===== src/rtl/ir_filters_pkg.sv =====
// Shared types and constants for the frame-to-FIFO path: FSM encoding,
// counter width and the per-beat marker bundle.
package ir_filters_pkg;

  localparam int CNT_W = 12;
  localparam int CFG_W = 16;

  typedef enum logic {
    WAIT_SOF = 1'b0,
    RUN      = 1'b1
  } frm_state_e;

  typedef struct packed {
    logic sof;
    logic eof;
    logic sol;
    logic eol;
  } frm_markers_t;

endpackage


===== src/rtl/frame2fifo_if.sv =====
// Pixel stream handshake with frame/line markers. The upstream source
// uses the master modport; the frame2fifo sink uses the slave modport.
interface frame2fifo_if #(
  parameter int DATA_WIDTH = 24
);
  logic                  val;
  logic                  rdy;
  logic [DATA_WIDTH-1:0] data;
  logic                  sof;
  logic                  eof;
  logic                  sol;
  logic                  eol;

  modport master (output val, data, sof, eof, sol, eol, input rdy);
  modport slave  (input val, data, sof, eof, sol, eol, output rdy);
endinterface


===== src/rtl/frm_marker_chk.sv =====
// Compares the markers of one beat against those expected at position
// (pix, line) of a w x h frame.
module frm_marker_chk
  import ir_filters_pkg::*;
(
  input  logic [CNT_W-1:0] pix,
  input  logic [CNT_W-1:0] line,
  input  logic [CFG_W-1:0] w,
  input  logic [CFG_W-1:0] h,
  input  logic             sof,
  input  logic             eof,
  input  logic             sol,
  input  logic             eol,
  output logic             match,
  output logic             sof_seen
);

  logic first_pix, last_pix, first_line, last_line;
  frm_markers_t exp_mk, got_mk;

  assign first_pix  = (pix == '0);
  assign first_line = (line == '0);
  assign last_pix   = (CFG_W'(pix) == w - CFG_W'(1));
  assign last_line  = (CFG_W'(line) == h - CFG_W'(1));

  assign exp_mk = '{sof: first_pix & first_line,
                    eof: last_pix & last_line,
                    sol: first_pix,
                    eol: last_pix};
  assign got_mk = '{sof: sof, eof: eof, sol: sol, eol: eol};

  assign match    = (exp_mk == got_mk);
  assign sof_seen = sof;

endmodule


===== src/rtl/frame2fifo.sv =====
// Forwards marker-checked pixel frames into a FIFO with 1-cycle latency.
// Optional FRAME2FIFO_FRM_CNT_EN adds a 16-bit completed-frame counter.
module frame2fifo
  import ir_filters_pkg::*;
#(
  parameter int DATA_WIDTH = 24
) (
  input  logic                  clk,
  input  logic                  rst_n,
  input  logic                  sw_rst,
  input  logic [15:0]           cfg_img_w,
  input  logic [15:0]           cfg_img_h,
  frame2fifo_if.slave           m_frm,
  output logic                  fifo_push,
  output logic [DATA_WIDTH-1:0] fifo_pushdata,
  input  logic                  fifo_full,
  input  logic                  fifo_almost_full,
  output logic                  frm_done,
  output logic                  err_sync
`ifdef FRAME2FIFO_FRM_CNT_EN
  ,
  output logic [15:0]           frm_cnt
`endif
);

  frm_state_e       state;
  logic [CNT_W-1:0] pix_cnt, line_cnt;
  logic [CFG_W-1:0] img_w, img_h;
  logic             xfer, match, sof_seen;

  // Discarding never needs FIFO space, so WAIT_SOF always accepts.
  assign m_frm.rdy = (state == WAIT_SOF) | (~fifo_almost_full & ~fifo_full);
  assign xfer      = m_frm.val & m_frm.rdy;

  frm_marker_chk u_chk (
    .pix      (pix_cnt),
    .line     (line_cnt),
    .w        (img_w),
    .h        (img_h),
    .sof      (m_frm.sof),
    .eof      (m_frm.eof),
    .sol      (m_frm.sol),
    .eol      (m_frm.eol),
    .match    (match),
    .sof_seen (sof_seen)
  );

  always_ff @(posedge clk or negedge rst_n) begin
    // NOTE: every register, including the data path, is reset so that
    // fifo_pushdata reads 0 after reset rather than X.
    if (!rst_n) begin
      state         <= WAIT_SOF;
      pix_cnt       <= '0;
      line_cnt      <= '0;
      img_w         <= '0;
      img_h         <= '0;
      fifo_push     <= 1'b0;
      fifo_pushdata <= '0;
      frm_done      <= 1'b0;
      err_sync      <= 1'b0;
    end else if (sw_rst) begin
      state         <= WAIT_SOF;
      pix_cnt       <= '0;
      line_cnt      <= '0;
      img_w         <= '0;
      img_h         <= '0;
      fifo_push     <= 1'b0;
      fifo_pushdata <= '0;
      frm_done      <= 1'b0;
      err_sync      <= 1'b0;
    end else begin
      // NOTE: pulses default low here and are raised below, so each
      // stays high for exactly one cycle without extra clearing logic.
      fifo_push <= 1'b0;
      frm_done  <= 1'b0;
      if (fifo_push && fifo_full) err_sync <= 1'b1;

      if (xfer) begin
        case (state)
          WAIT_SOF: begin
            if (m_frm.sof) begin
              state         <= RUN;
              pix_cnt       <= CNT_W'(1);
              line_cnt      <= '0;
              img_w         <= cfg_img_w;
              img_h         <= cfg_img_h;
              fifo_push     <= 1'b1;
              fifo_pushdata <= m_frm.data;
            end
          end
          RUN: begin
            if (match) begin
              // Markers equal the expected ones, so eol/eof mark the wrap points.
              fifo_push     <= 1'b1;
              fifo_pushdata <= m_frm.data;
              if (m_frm.eof) begin
                state    <= WAIT_SOF;
                pix_cnt  <= '0;
                line_cnt <= '0;
                frm_done <= 1'b1;
              end else if (m_frm.eol) begin
                pix_cnt  <= '0;
                line_cnt <= line_cnt + CNT_W'(1);
              end else begin
                pix_cnt  <= pix_cnt + CNT_W'(1);
              end
            end else if (sof_seen) begin
              err_sync      <= 1'b1;
              pix_cnt       <= CNT_W'(1);
              line_cnt      <= '0;
              img_w         <= cfg_img_w;
              img_h         <= cfg_img_h;
              fifo_push     <= 1'b1;
              fifo_pushdata <= m_frm.data;
            end else begin
              err_sync <= 1'b1;
              state    <= WAIT_SOF;
              pix_cnt  <= '0;
              line_cnt <= '0;
            end
          end
          default: state <= WAIT_SOF;
        endcase
      end
    end
  end

`ifdef FRAME2FIFO_FRM_CNT_EN
  // Counts on the same edge that raises frm_done.
  always_ff @(posedge clk or negedge rst_n) begin
    if (!rst_n) begin
      frm_cnt <= '0;
    end else if (sw_rst) begin
      frm_cnt <= '0;
    end else if (xfer && state == RUN && match && m_frm.eof) begin
      frm_cnt <= frm_cnt + 16'd1;
    end
  end
`endif

endmodule


===== src/flat_wrapper.sv =====
// flat-port wrapper written by rule: the top's interface ports become plain ports
module frame2fifo_flat import ir_filters_pkg::*;
#(
  parameter int DATA_WIDTH = 24
)
  (clk, rst_n, sw_rst, cfg_img_w, cfg_img_h, fifo_push, fifo_pushdata, fifo_full, fifo_almost_full, frm_done, err_sync, m_frm_val, m_frm_data, m_frm_sof, m_frm_eof, m_frm_sol, m_frm_eol, m_frm_rdy);
  frame2fifo_if #(.DATA_WIDTH(DATA_WIDTH)) m_frm_i ();
  input  logic clk;
  input  logic rst_n;
  input  logic sw_rst;
  input  logic [15:0] cfg_img_w;
  input  logic [15:0] cfg_img_h;
  output logic fifo_push;
  output logic [DATA_WIDTH-1:0] fifo_pushdata;
  input  logic fifo_full;
  input  logic fifo_almost_full;
  output logic frm_done;
  output logic err_sync;
  input wire logic [$bits(m_frm_i.val)-1:0] m_frm_val;
  input wire logic [$bits(m_frm_i.data)-1:0] m_frm_data;
  input wire logic [$bits(m_frm_i.sof)-1:0] m_frm_sof;
  input wire logic [$bits(m_frm_i.eof)-1:0] m_frm_eof;
  input wire logic [$bits(m_frm_i.sol)-1:0] m_frm_sol;
  input wire logic [$bits(m_frm_i.eol)-1:0] m_frm_eol;
  output wire logic [$bits(m_frm_i.rdy)-1:0] m_frm_rdy;
  assign m_frm_i.val = m_frm_val;
  assign m_frm_i.data = m_frm_data;
  assign m_frm_i.sof = m_frm_sof;
  assign m_frm_i.eof = m_frm_eof;
  assign m_frm_i.sol = m_frm_sol;
  assign m_frm_i.eol = m_frm_eol;
  assign m_frm_rdy = m_frm_i.rdy;
  frame2fifo #(.DATA_WIDTH(DATA_WIDTH)) u_core (.clk(clk), .rst_n(rst_n), .sw_rst(sw_rst), .cfg_img_w(cfg_img_w), .cfg_img_h(cfg_img_h), .m_frm(m_frm_i), .fifo_push(fifo_push), .fifo_pushdata(fifo_pushdata), .fifo_full(fifo_full), .fifo_almost_full(fifo_almost_full), .frm_done(frm_done), .err_sync(err_sync));
endmodule

===== config.mk =====
export PLATFORM = sky130hd
export DESIGN_NAME = frame2fifo_flat
export DESIGN_NICKNAME = d
export VERILOG_FILES = /design/src/rtl/ir_filters_pkg.sv /design/src/rtl/frame2fifo_if.sv /design/src/rtl/frm_marker_chk.sv /design/src/rtl/frame2fifo.sv /design/src/flat_wrapper.sv
export SDC_FILE = /design/constraint.sdc
export NUM_CORES = 1
export LEC_CHECK = 0
export ABC_AREA = 1
export ABC_CLOCK_PERIOD_IN_PS = 5200
export CORE_UTILIZATION = 28
export CTS_CLUSTER_DIAMETER = 80
export DETAILED_ROUTE_END_ITERATION = 12
export GPL_ROUTABILITY_DRIVEN = 0
export PLACE_DENSITY = 0.52
export SLEW_MARGIN = 20
export SYNTH_ARGS = -nofsm -noshare
export SYNTH_HDL_FRONTEND = slang
export SYNTH_SLANG_ARGS = --single-unit

===== constraint.sdc =====
create_clock -name clk -period 5.2 [get_ports clk]
set_input_delay 1.56 -clock clk [delete_from_list [all_inputs] [get_ports clk]]
set_output_delay 1.56 -clock clk [all_outputs]
set_load 0.01 [all_outputs]

==> impl_results.md, run 1 <==
- Outcome: finished clean
- Post-layout util: a little over a third
- Hold_ws: 504 ps
- Final Non-Filler Cells: 1346
- Clock Skew: 11.7 ps
- CP Class: in2out
- Max_slew headroom: a little over a third
- Total Power: 1.92 mW
- Slew @ Worst Pin: 951 ps
- CP Data Arrival Time: 2880 ps
- CP dominant cell by count: clkdlybuf4s50_1
- Synth warn: 0
- Total core area: 0.0218 mm2
- # Max-Cap Violations: 0
- # resized after CTS: 0
- # hold bufs at CTS: 0
- Fin worst setup slack: about 760 ps
- Design Area, Final: 0.00768 mm2
- Maximum clock frequency: 225 MHz
- Via density: 4.62
- R2R Path End: u_core.pix_cnt[2]
- Worst EP required: 3640 ps
- Place WS: just under 800 ps
- Placement-stage cell area: 0.00738 mm2
- Final Setup Violations: 0
- Final hold viol count: 0
- Synthesized flop and latch total: 84
- Worst-Skew Late Latency: roughly 350 ps
- Num CTS Buffers: 9
- Delay-heaviest family, CP: buffers and inverters
- R2R Path Start: u_core.img_h[0]
- RSZ-0062 raised after global routing: false
- # IOs: 94
- Sequential element share of the synthesized area: 33.8%
- IO Port Bufs: 93
- Area grow syn2layout: 23.5%
- Post-CTS Repair Setup Buffers: 0
- H-tree levels: 3
- Clk pin slew, worst setup/hold paths: 70 ps
- Placed cells: 1330
- Post-Syn Area: approximately 0.0062 mm2
- Yosys cell types: 33
- Hold Path Class: reg2reg
- Top Usage Layer GRT: met2
- R2R depth: 19
- DRT Wirelength: 17600 um
- 1st-pass router iterations: 5
- Worst hold start: u_core.fifo_pushdata[11]
- Die area: 0.0228 mm2
- # DRC: 0
- WP buf/inv: 2
- Root buf cell: clkbuf_16
- Die X: 151 um
- Wire length per cell: 13.1 um
- GR Util met2: 29.0%
- CTS tree: yes
- Crit path largest cell delay: 580 ps
- Hold Path Depth: 2
- Final worst path period need: 4440 ps
- # clock sinks: 84
- Leakage: a little under 4 nW
- Dpl hpwl: 12800 um
- Met1 global-route usage: about a fifth
- Die span in y: between 150 and 200 um
- Crit-path max FO: 2
- Final nets: 1133
- CP max-delay cell: clkdlybuf4s50_1
- # diodes: 0
- R2r setup slk: 1510 ps
- DR iter-0 viols: around 350
- Crit path launch type: primary input
- Pwr/cell area: 250 mW/mm2
- Row count: 54
- Mapped Avg Cell Area: 6.28 um2
- Vias in the first global route: 6039
- Syn nets: approximately 1100
- Max rail drop VDD: between 0.15 and 0.2 mV
- Largest net degree at the start of global routing: 59
- Critical path endpoint category: output port
- Final global-route overflow total: 0
- Post-Syn Instances: 990
- GRT Overall Usage: 16.6%
- First-pass GRT wire length: ~30000 um
- Layout cells sized above 1: 3.47%
- Hold Crit Endpoint: u_core.fifo_pushdata[11]
- ANT nets after route: 0
- Initial antenna violation count: 0
- Maximum clock path buffer count: 2
- Vias: 6215
- Setup Total Neg Slack: 0 ps
- Fin crit share: 85.4%
- Initial Util: 28.5%
- Crit-path cells: clkdlybuf4s50_1 > o21ai_0 > clkdlybuf4s50_1
- Global Route met3 Usage: roughly 2.4%
- Count of pins over their slew limit: 0
## cell usage in the layout, fill, tap and decap left out
| cell type | count |
|---|---|
| inv_1 | 106 |
| a21oi_1 | 6 |
| nand2_2 | 2 |
| a32oi_1 | 1 |
| clkbuf_1 | 1 |
| nor4_1 | 2 |
| ha_1 | 6 |
| nor3b_1 | 1 |
| clkinv_1 | 1 |
| nor2_4 | 2 |
| o21ai_0 | 32 |
| nand2_4 | 2 |
| xor2_1 | 23 |
| dfrtp_1 | 84 |
| clkdlybuf4s50_1 | 92 |
| clkinvlp_4 | 2 |
| and3_1 | 2 |
| buf_4 | 9 |
| nand3_2 | 1 |
| nand3_1 | 84 |
| and2_1 | 2 |
| nand4_1 | 30 |
| o21bai_1 | 1 |
| nor2_1 | 87 |
| nor3_1 | 8 |
| xnor2_1 | 10 |
| inv_2 | 1 |
| inv_6 | 2 |
| a21oi_4 | 1 |
| clkbuf_16 | 9 |
| clkinv_4 | 1 |
| nand2_1 | 410 |
| nand3b_1 | 39 |
| nor2_2 | 4 |
| bufinv_16 | 1 |
| o22ai_1 | 1 |
## cell usage after synthesis, drive strengths merged
cell	number	share of area [%]
a32oi	1	0.14
o21bai	1	0.12
clkinv	1	0.060
and2	2	0.20
a21oi	7	0.74
xnor2	10	1.4
o21ai	32	2.6
xor2	23	3.2
o22ai	1	0.10
nand3	85	6.9
inv	107	6.5
ha	6	1.2
nor4	2	0.20
nor3	8	0.64
dfrtp	84	34
nand3b	39	4.7
nand2	414	25
nor2	93	5.9
buf	8	0.89
nor3b	1	0.12
nand4	30	3.0
clkbuf	33	2.0
and3	2	0.20
## layer usage
metal  vias to the layer above  wire length (um)
met5                         -                 0
met4                         0               257
met3                        14               492
met2                        99              8520
met1                      2864              8330
li1                       3238                 -
## how the worst max path moves through the flow
stage,start,end,cells after the start
after detailed placement,fifo_full,m_frm_rdy,3
after global placement,fifo_full,m_frm_rdy,3
after CTS,fifo_full,m_frm_rdy,3
after global routing,fifo_full,m_frm_rdy,3
final,fifo_full,m_frm_rdy,3
after floorplan,fifo_full,m_frm_rdy,1
## registers in the layout (all words and copies together), names as in the netlist
name / flops
u_core.fifo_pushdata: 24
u_core.err_sync: 1
u_core.img_h: 16
u_core.fifo_push: 1
u_core.line_cnt: 12
u_core.state: 1
u_core.img_w: 16
u_core.pix_cnt: 12
u_core.frm_done: 1
## area by class of cell
type                            count  area, um2
Multi-Input combinational cell    757       3540
Fill cell                        2363      14100
Tap cell                          280        350
Clock buffer                       10        229
Timing Repair Buffer              101        988
Inverter                          108        405
Sequential cell                    84       2100
Clock inverter                      6       71.3
## report_power, final
| part | switching, mW | internal (mW) |
|---|---|---|
| registers | 0.0486 | 0.694 |
| logic | 0.301 | 0.201 |
| clock network | 0.297 | 0.377 |
| total | 0.647 | 1.27 |
## worst min-delay path: cells and delay by family, from the launching register on
family | cells | cell delay (ps)
flip-flops | 1 | 360
AND/OR/NAND/NOR | 2 | 120
## kinds of logic after synthesis
family	share of synthesized area (%)
flip-flops	33.8
XOR/XNOR	4.65
buffers and inverters	9.41
adder cells (fa/ha/maj)	1.21
AO/OA/AOI/OAI	3.68
AND/OR/NAND/NOR	47.3
Power figures use the tool's default switching activity.
==> inputs of run 2 (changes only) <==
PLACE_DENSITY = 0.53   (was 0.52)
SYNTH_HIERARCHICAL = 1   (was unset)
==> impl_results.md, run 2 <==
- CP Data Arrival Time: 2790 ps (was 2880 ps)
- Vias in the first global route: 4776 (was 6039)
- Async S/R FF share, synth: 100% (unchanged)
- Hold Path Class: reg2reg (unchanged)
- Post-CTS Repair Setup Buffers: 0 (unchanged)
- Worst EP required: 3640 ps (about the same)
- Mux contribution to synthesized area: 0% (unchanged)
- Clk pin slew, worst setup/hold paths: 60 ps (was 70 ps)
- Worst hold start: u_core/fifo_pushdata[8] (was u_core.fifo_pushdata[11])
- Total core area: 0.0188 mm2 (was 0.0218 mm2)
- Largest net degree at the start of global routing: 67 (was 59)
- Synth top area cells: dfrtp_1 39%, nand2_1 16%, nand3_1 10% (was dfrtp_1 34%, nand2_1 25%, nand3_1 6.8%)
- Top Usage Layer GRT: met2 (unchanged)
- Hold Path Depth: 2 (unchanged)
- Count of pins over their slew limit: 0 (unchanged)
- Die X: 141 um (was 151 um)
- Most numerous cell in the Yosys netlist: nand2_1 (unchanged)
- Die span in y: 141 um (was 151 um)
- H-tree levels: 3 (unchanged)
- Dpl hpwl: 10800 um (was 12800 um)
- Outcome: finished clean (unchanged)
- Via density: 4.59 (was 4.62)
- Crit-path cells: clkdlybuf4s50_1 > o21ai_2 > clkdlybuf4s50_1 (was clkdlybuf4s50_1 > o21ai_0 > clkdlybuf4s50_1)
- Synthesized flop and latch total: 84 (unchanged)
- Row count: 50 (was 54)
- Crit-path max FO: 4 (was 2)
- Delay-heaviest family, CP: buffers and inverters (unchanged)
- Top FF cell, synth: dfrtp_1 (unchanged)
- CTS tree: yes (unchanged)
- Top cell type's share of synthesized area: 39.0% (was 33.8%)
- Final nets: 913 (was 1133)
- Post-Syn Area: 0.00539 mm2 (was 0.00622 mm2)
- Adder-cell share of the synthesized area: 0.928% (was 1.21%)
- Initial antenna violation count: 0 (unchanged)
- Commonest cells post-synth: 232 x nand2_1, 110 x nand3_1, 84 x dfrtp_1 (was 410 x nand2_1, 106 x inv_1, 89 x nor2_1)
- Largest family of logic cells by synthesized area: simple AND/OR/NAND/NOR gates (unchanged)
- Area grow syn2layout: 26.5% (was 23.5%)
- Design Area, Final: 0.00682 mm2 (was 0.00768 mm2)
- Leakage: 3.32 nW (was 3.92 nW)
- Sequential element share of the synthesized area: 39.0% (was 33.8%)
- Global Route met3 Usage: 3.43% (was 2.38%)
- Initial Util: 28.7% (was 28.5%)
- # resized after CTS: 0 (unchanged)
- GRT Overall Usage: 15.5% (was 16.6%)
- GR Util met2: 25.8% (was 29.0%)
- Max rail drop VDD: 0.147 mV (was 0.173 mV)
- Wire length per cell: 13.4 um (was 13.1 um)
- Final Setup Violations: 0 (unchanged)
- RSZ-0062 raised after global routing: false (unchanged)
- Final worst path period need: 4350 ps (was 4440 ps)
- # hold bufs at CTS: 0 (unchanged)
- Simple-gate share of the synthesized area: 40.6% (was 47.3%)
- Hold_ws: 514 ps (was 504 ps)
- Clock Skew: 8.24 ps (was 11.7 ps)
- Hold Crit Endpoint: u_core/fifo_pushdata[8] (was u_core.fifo_pushdata[11])
- Maximum clock frequency: 230 MHz (was 225 MHz)
- Post-Syn Instances: 758 (was 990)
- CP dominant cell by count: clkdlybuf4s50_1 (unchanged)
- # DRC: 0 (unchanged)
- Most frequent cells in the layout: 232 x nand2_1, 110 x nand3_1, 92 x clkdlybuf4s50_1 (was 410 x nand2_1, 106 x inv_1, 92 x clkdlybuf4s50_1)
- Vias: 4971 (was 6215)
- Setup Total Neg Slack: 0 ps (unchanged)
- R2R depth: 22 (was 19)
- IO Port Bufs: 93 (unchanged)
- Critical path endpoint category: output port (unchanged)
- R2R Path Start: u_core/img_w[0] (was u_core.img_h[0])
- Fin crit share: 83.6% (was 85.4%)
- Cell taking the most area after synthesis: dfrtp_1 (unchanged)
- Final hold viol count: 0 (unchanged)
- EDFF count, synth: 0 (unchanged)
- Largest regs: u_core/fifo_pushdata x24, u_core/img_h x16, u_core/img_w x16 (was u_core.fifo_pushdata x24, u_core.img_h x16, u_core.img_w x16)
- # diodes: 0 (unchanged)
- Max reg flops: 24 (unchanged)
- Num CTS Buffers: 9 (unchanged)
- Crit path launch type: primary input (unchanged)
- First-pass GRT wire length: 24300 um (was 29800 um)
- Slew @ Worst Pin: 877 ps (was 951 ps)
- ANT nets after route: 0 (unchanged)
- Max_slew headroom: 41.5% (was 36.5%)
- Mapped Avg Cell Area: 7.11 um2 (was 6.28 um2)
- CP Class: in2out (unchanged)
- CP max-delay cell: clkdlybuf4s50_1 (unchanged)
- Layout cells sized above 1: 8.02% (was 3.47%)
- # clock sinks: 84 (unchanged)
- Worst-Skew Late Latency: 350 ps (about the same)
- WP buf/inv: 2 (unchanged)
- Most common cell after layout, fill and taps aside: nand2_1 (unchanged)
- Placement-stage cell area: 0.00650 mm2 (was 0.00738 mm2)
- R2r setup slk: 1730 ps (was 1510 ps)
- # Max-Cap Violations: 0 (unchanged)
- Synth warn: 6 (was 0)
- Crit path largest cell delay: 570 ps (was 580 ps)
- Maximum clock path buffer count: 2 (unchanged)
- R2R Path End: u_core/line_cnt[6] (was u_core.pix_cnt[2])
- Post-Synth XOR/XNOR Area: 4.87% (was 4.65%)
- # IOs: 94 (unchanged)
- Final global-route overflow total: 0 (unchanged)
- Largest Register: u_core/fifo_pushdata (was u_core.fifo_pushdata)
- 1st-pass router iterations: 4 (was 5)
- Yosys cell types: 38 (was 33)
- Pwr/cell area: 274 mW/mm2 (was 250 mW/mm2)
- Die area: 0.0198 mm2 (was 0.0228 mm2)
- Syn nets: 828 (was 1062)
- Post-layout util: 36.4% (was 35.2%)
- Post-synthesis compound-gate area fraction: 6.24% (was 3.68%)
- DRT Wirelength: 14500 um (was 17600 um)
- Root buf cell: clkbuf_16 (unchanged)
- DR iter-0 viols: 238 (was 351)
- Met1 global-route usage: 19.5% (was 21.1%)
[run 2: cell count changes in the layout (fill, tap and decap cells not counted), sizes merged, moves of 16 or more]
cell	previous run	this run
inv	109	81
nand4	30	9
a21oi	7	23
nand3b	39	11
nand3	85	114
nand2	414	245
[run 2: logic make-up (layout without fill, tap and decap cells)]
kind of cell / after synthesis / count (layout)
adder cells (fa/ha/maj): 4 / 4
XOR/XNOR: 26 / 26
buffers and inverters: 106 / 196
AO/OA/AOI/OAI: 62 / 62
AND/OR/NAND/NOR: 476 / 476
flip-flops: 84 / 84
[run 2: metal layers]
layer | wire [um] | vias to the layer above
met3 | 707 | 13
met4 | 215 | 0
met1 | 6860 | 2266
met5 | 0 | -
met2 | 6760 | 91
li1 | - | 2601
[run 2: per-stage QoR]
step	setup WS (ps)	power, mW	cells
finish	855	1.87	1082
detailed placement	847	1.18	1066
CTS	850	1.90	1082
global placement	864	1.18	1066
global route	794	1.97	1082
floorplan	1860	1.03	758
[run 2: how the worst max path moves through the flow]
| stage | start | to | slack [ps] | cells past startpoint |
|---|---|---|---|---|
| 6_report | fifo_full | m_frm_rdy | 850 | 3 |
| 5_1_grt | fifo_full | m_frm_rdy | 790 | 3 |
| 4_1_cts | fifo_full | m_frm_rdy | 850 | 3 |
| 3_5_place_dp | fifo_full | m_frm_rdy | 850 | 3 |
| 3_3_place_gp | fifo_full | m_frm_rdy | 860 | 3 |
| 2_1_floorplan | fifo_full | m_frm_rdy | 1860 | 1 |
[run 2: report_power, final]
part | switching [mW] | internal (mW)
clock network | 0.280 | 0.421
registers | 0.0309 | 0.684
logic | 0.264 | 0.189
[run 2: cell type report]
class	instances	area (um2)
Tap cell	234	293
Clock inverter	6	88.8
Fill cell	2003	11900
Sequential cell	84	2100
Inverter	83	314
Timing Repair Buffer	97	958
Multi-Input combinational cell	568	2840
Clock buffer	10	229
[run 2: worst min-delay path, cell delays in order (launching register included)]
cell,delay [ps]
dfrtp_1,340
nand3_1,80
nand2_1,60
==> inputs of run 3 (changes only) <==
ABC_CLOCK_PERIOD_IN_PS = 4200   (was 5200)
clock period = 4.2 ns   (was 5.2 ns; I/O delays follow)
==> impl_results.md, run 3 (synthesis gave the netlist of run 2 again) <==
- IO Port Bufs: 93 (unchanged)
- Die span in y: 141 um (unchanged)
- Largest net degree at the start of global routing: 61 (was 67)
- Critical path endpoint category: output port (unchanged)
- Max rail drop VDD: 0.183 mV (was 0.147 mV)
- Pwr/cell area: 326 mW/mm2 (was 274 mW/mm2)
- First-pass GRT wire length: 24400 um (was 24300 um)
- Root buf cell: clkbuf_16 (unchanged)
- Row count: 50 (unchanged)
- Setup Total Neg Slack: 0 ps (unchanged)
- Largest Register: u_core/fifo_pushdata (unchanged)
- # Max-Cap Violations: 0 (unchanged)
- Initial Util: 28.7% (unchanged)
- Hold_ws: 509 ps (was 514 ps)
- Post-CTS Repair Setup Buffers: 0 (unchanged)
- # IOs: 94 (unchanged)
- Clk pin slew, worst setup/hold paths: 70 ps (was 60 ps)
- Vias: 4992 (was 4971)
- Final global-route overflow total: 0 (unchanged)
- Max_slew headroom: 49.9% (was 41.5%)
- Area grow syn2layout: 25.9% (was 26.5%)
- # DRC: 0 (unchanged)
- Worst-Skew Late Latency: 350 ps (about the same)
- RSZ-0062 raised after global routing: false (unchanged)
- Fin crit share: 90.4%
- Sequential standard cell area: 0.00210 mm2 (unchanged)
- Initial antenna violation count: 0 (unchanged)
- Die X: 141 um (unchanged)
- Outcome: finished clean (unchanged)
- Largest regs: u_core/fifo_pushdata x24, u_core/img_h x16, u_core/img_w x16 (unchanged)
- Crit path launch type: primary input (unchanged)
- Count of pins over their slew limit: 0 (unchanged)
- Wire length per cell: 13.4 um (about the same)
- Worst EP required: 2940 ps (was 3640 ps)
- Worst hold start: u_core/fifo_pushdata[7] (was u_core/fifo_pushdata[8])
- Die area: 0.0198 mm2 (unchanged)
- Maximum clock path buffer count: 2 (unchanged)
- Most frequent cells in the layout: 232 x nand2_1, 110 x nand3_1, 92 x clkdlybuf4s50_1 (unchanged)
- # clock sinks: 84 (unchanged)
- 1st-pass router iterations: 5 (was 4)
- Area of the multi-input gates: 0.00284 mm2 (unchanged)
- Final Setup Violations: 0 (unchanged)
- Via density: 4.61 (was 4.59)
- Slew @ Worst Pin: 751 ps (was 877 ps)
- # diodes: 0 (unchanged)
- Fillers: 1991 (was 2003)
- ANT nets after route: 0 (unchanged)
- Critical path origin: fifo_full (unchanged)
- Final nets: 913 (unchanged)
- Vias in the first global route: 4788 (was 4776)
- Final worst path period need: 3800 ps
- H-tree levels: 3 (unchanged)
- Num CTS Buffers: 9 (unchanged)
- R2R Path Start: u_core/img_w[0] (unchanged)
- Dpl hpwl: 10900 um (was 10800 um)
- CP Data Arrival Time: 2540 ps (was 2790 ps)
- Final hold viol count: 0 (unchanged)
- Clock Skew: 7.52 ps (was 8.24 ps)
- Hold Path Class: reg2reg (unchanged)
- # hold bufs at CTS: 0 (unchanged)
- CP Class: in2out (unchanged)
- GRT Overall Usage: 15.6% (was 15.5%)
- # resized after CTS: 0 (unchanged)
- DRT Wirelength: 14500 um (about the same)
- Max reg flops: 24 (unchanged)
- Maximum clock frequency: 263 MHz
- Total core area: 0.0188 mm2 (unchanged)
- Layout cells sized above 1: 8.14% (was 8.02%)
- Leakage: 3.31 nW (was 3.32 nW)
- Crit-path max FO: 4 (unchanged)
- DR iter-0 viols: 262 (was 238)
- Most common cell after layout, fill and taps aside: nand2_1 (unchanged)
- CTS tree: yes (unchanged)
==> run 3: worst paths after layout <==
kind / end / slack (ps) / cells past startpoint
max: m_frm_rdy / 400 / 3
min: u_core/fifo_pushdata[7] / 510 / 2
max reg2reg: u_core/img_h[12] / 710 / 17
min reg2reg: u_core/fifo_pushdata[7] / 510 / 2
max in group asynchronous: u_core/img_w[14] / 2630 / 2
min in group asynchronous: u_core/img_h[11] / 830 / 1
==> run 3: area by class of cell <==
type                            count  area share [%]
Sequential cell                    84            31.0
Inverter                           83            4.62
Clock inverter                      6           0.700
Clock buffer                       10            3.52
Timing Repair Buffer               97            14.1
Multi-Input combinational cell    568            41.8
Tap cell                          234            4.31
==> run 3: through the flow <==
stage                     cell area (um2)  setup slack [ps]  std cells  util, %  power (mW)
after floorplan                      5390              1460        758        -        1.27
after global placement               6500               401       1066     34.7        1.46
after detailed placement             6500               397       1066     34.7        1.46
after CTS                            6790               400       1082     36.2        2.26
after global routing                 6790               326       1082     36.2        2.36
final                                6790               402       1082     36.2        2.22
==> run 3: where the power goes <==
part           switching [mW]  total, mW  leakage [nW]  internal (mW)
Combinational           0.322      0.556          2.02          0.234
Sequential             0.0393      0.886          1.15          0.846
Clock                   0.353      0.775         0.139          0.422
Total                   0.714       2.22          3.31           1.50
==> run 3: metal layers <==
metal  wire [um]  GRT usage, %  part of all wire, %
met5           0             0                    0
met4         310          6.41                  2.1
met3         721          3.23                  5.0
met2        6610          24.8                   46
met1        6840          20.7                   47
==> run 3: critical path, cell delays in order <==
cell	delay, ps
clkdlybuf4s50_1	440
o21ai_2	260
clkdlybuf4s50_1	580
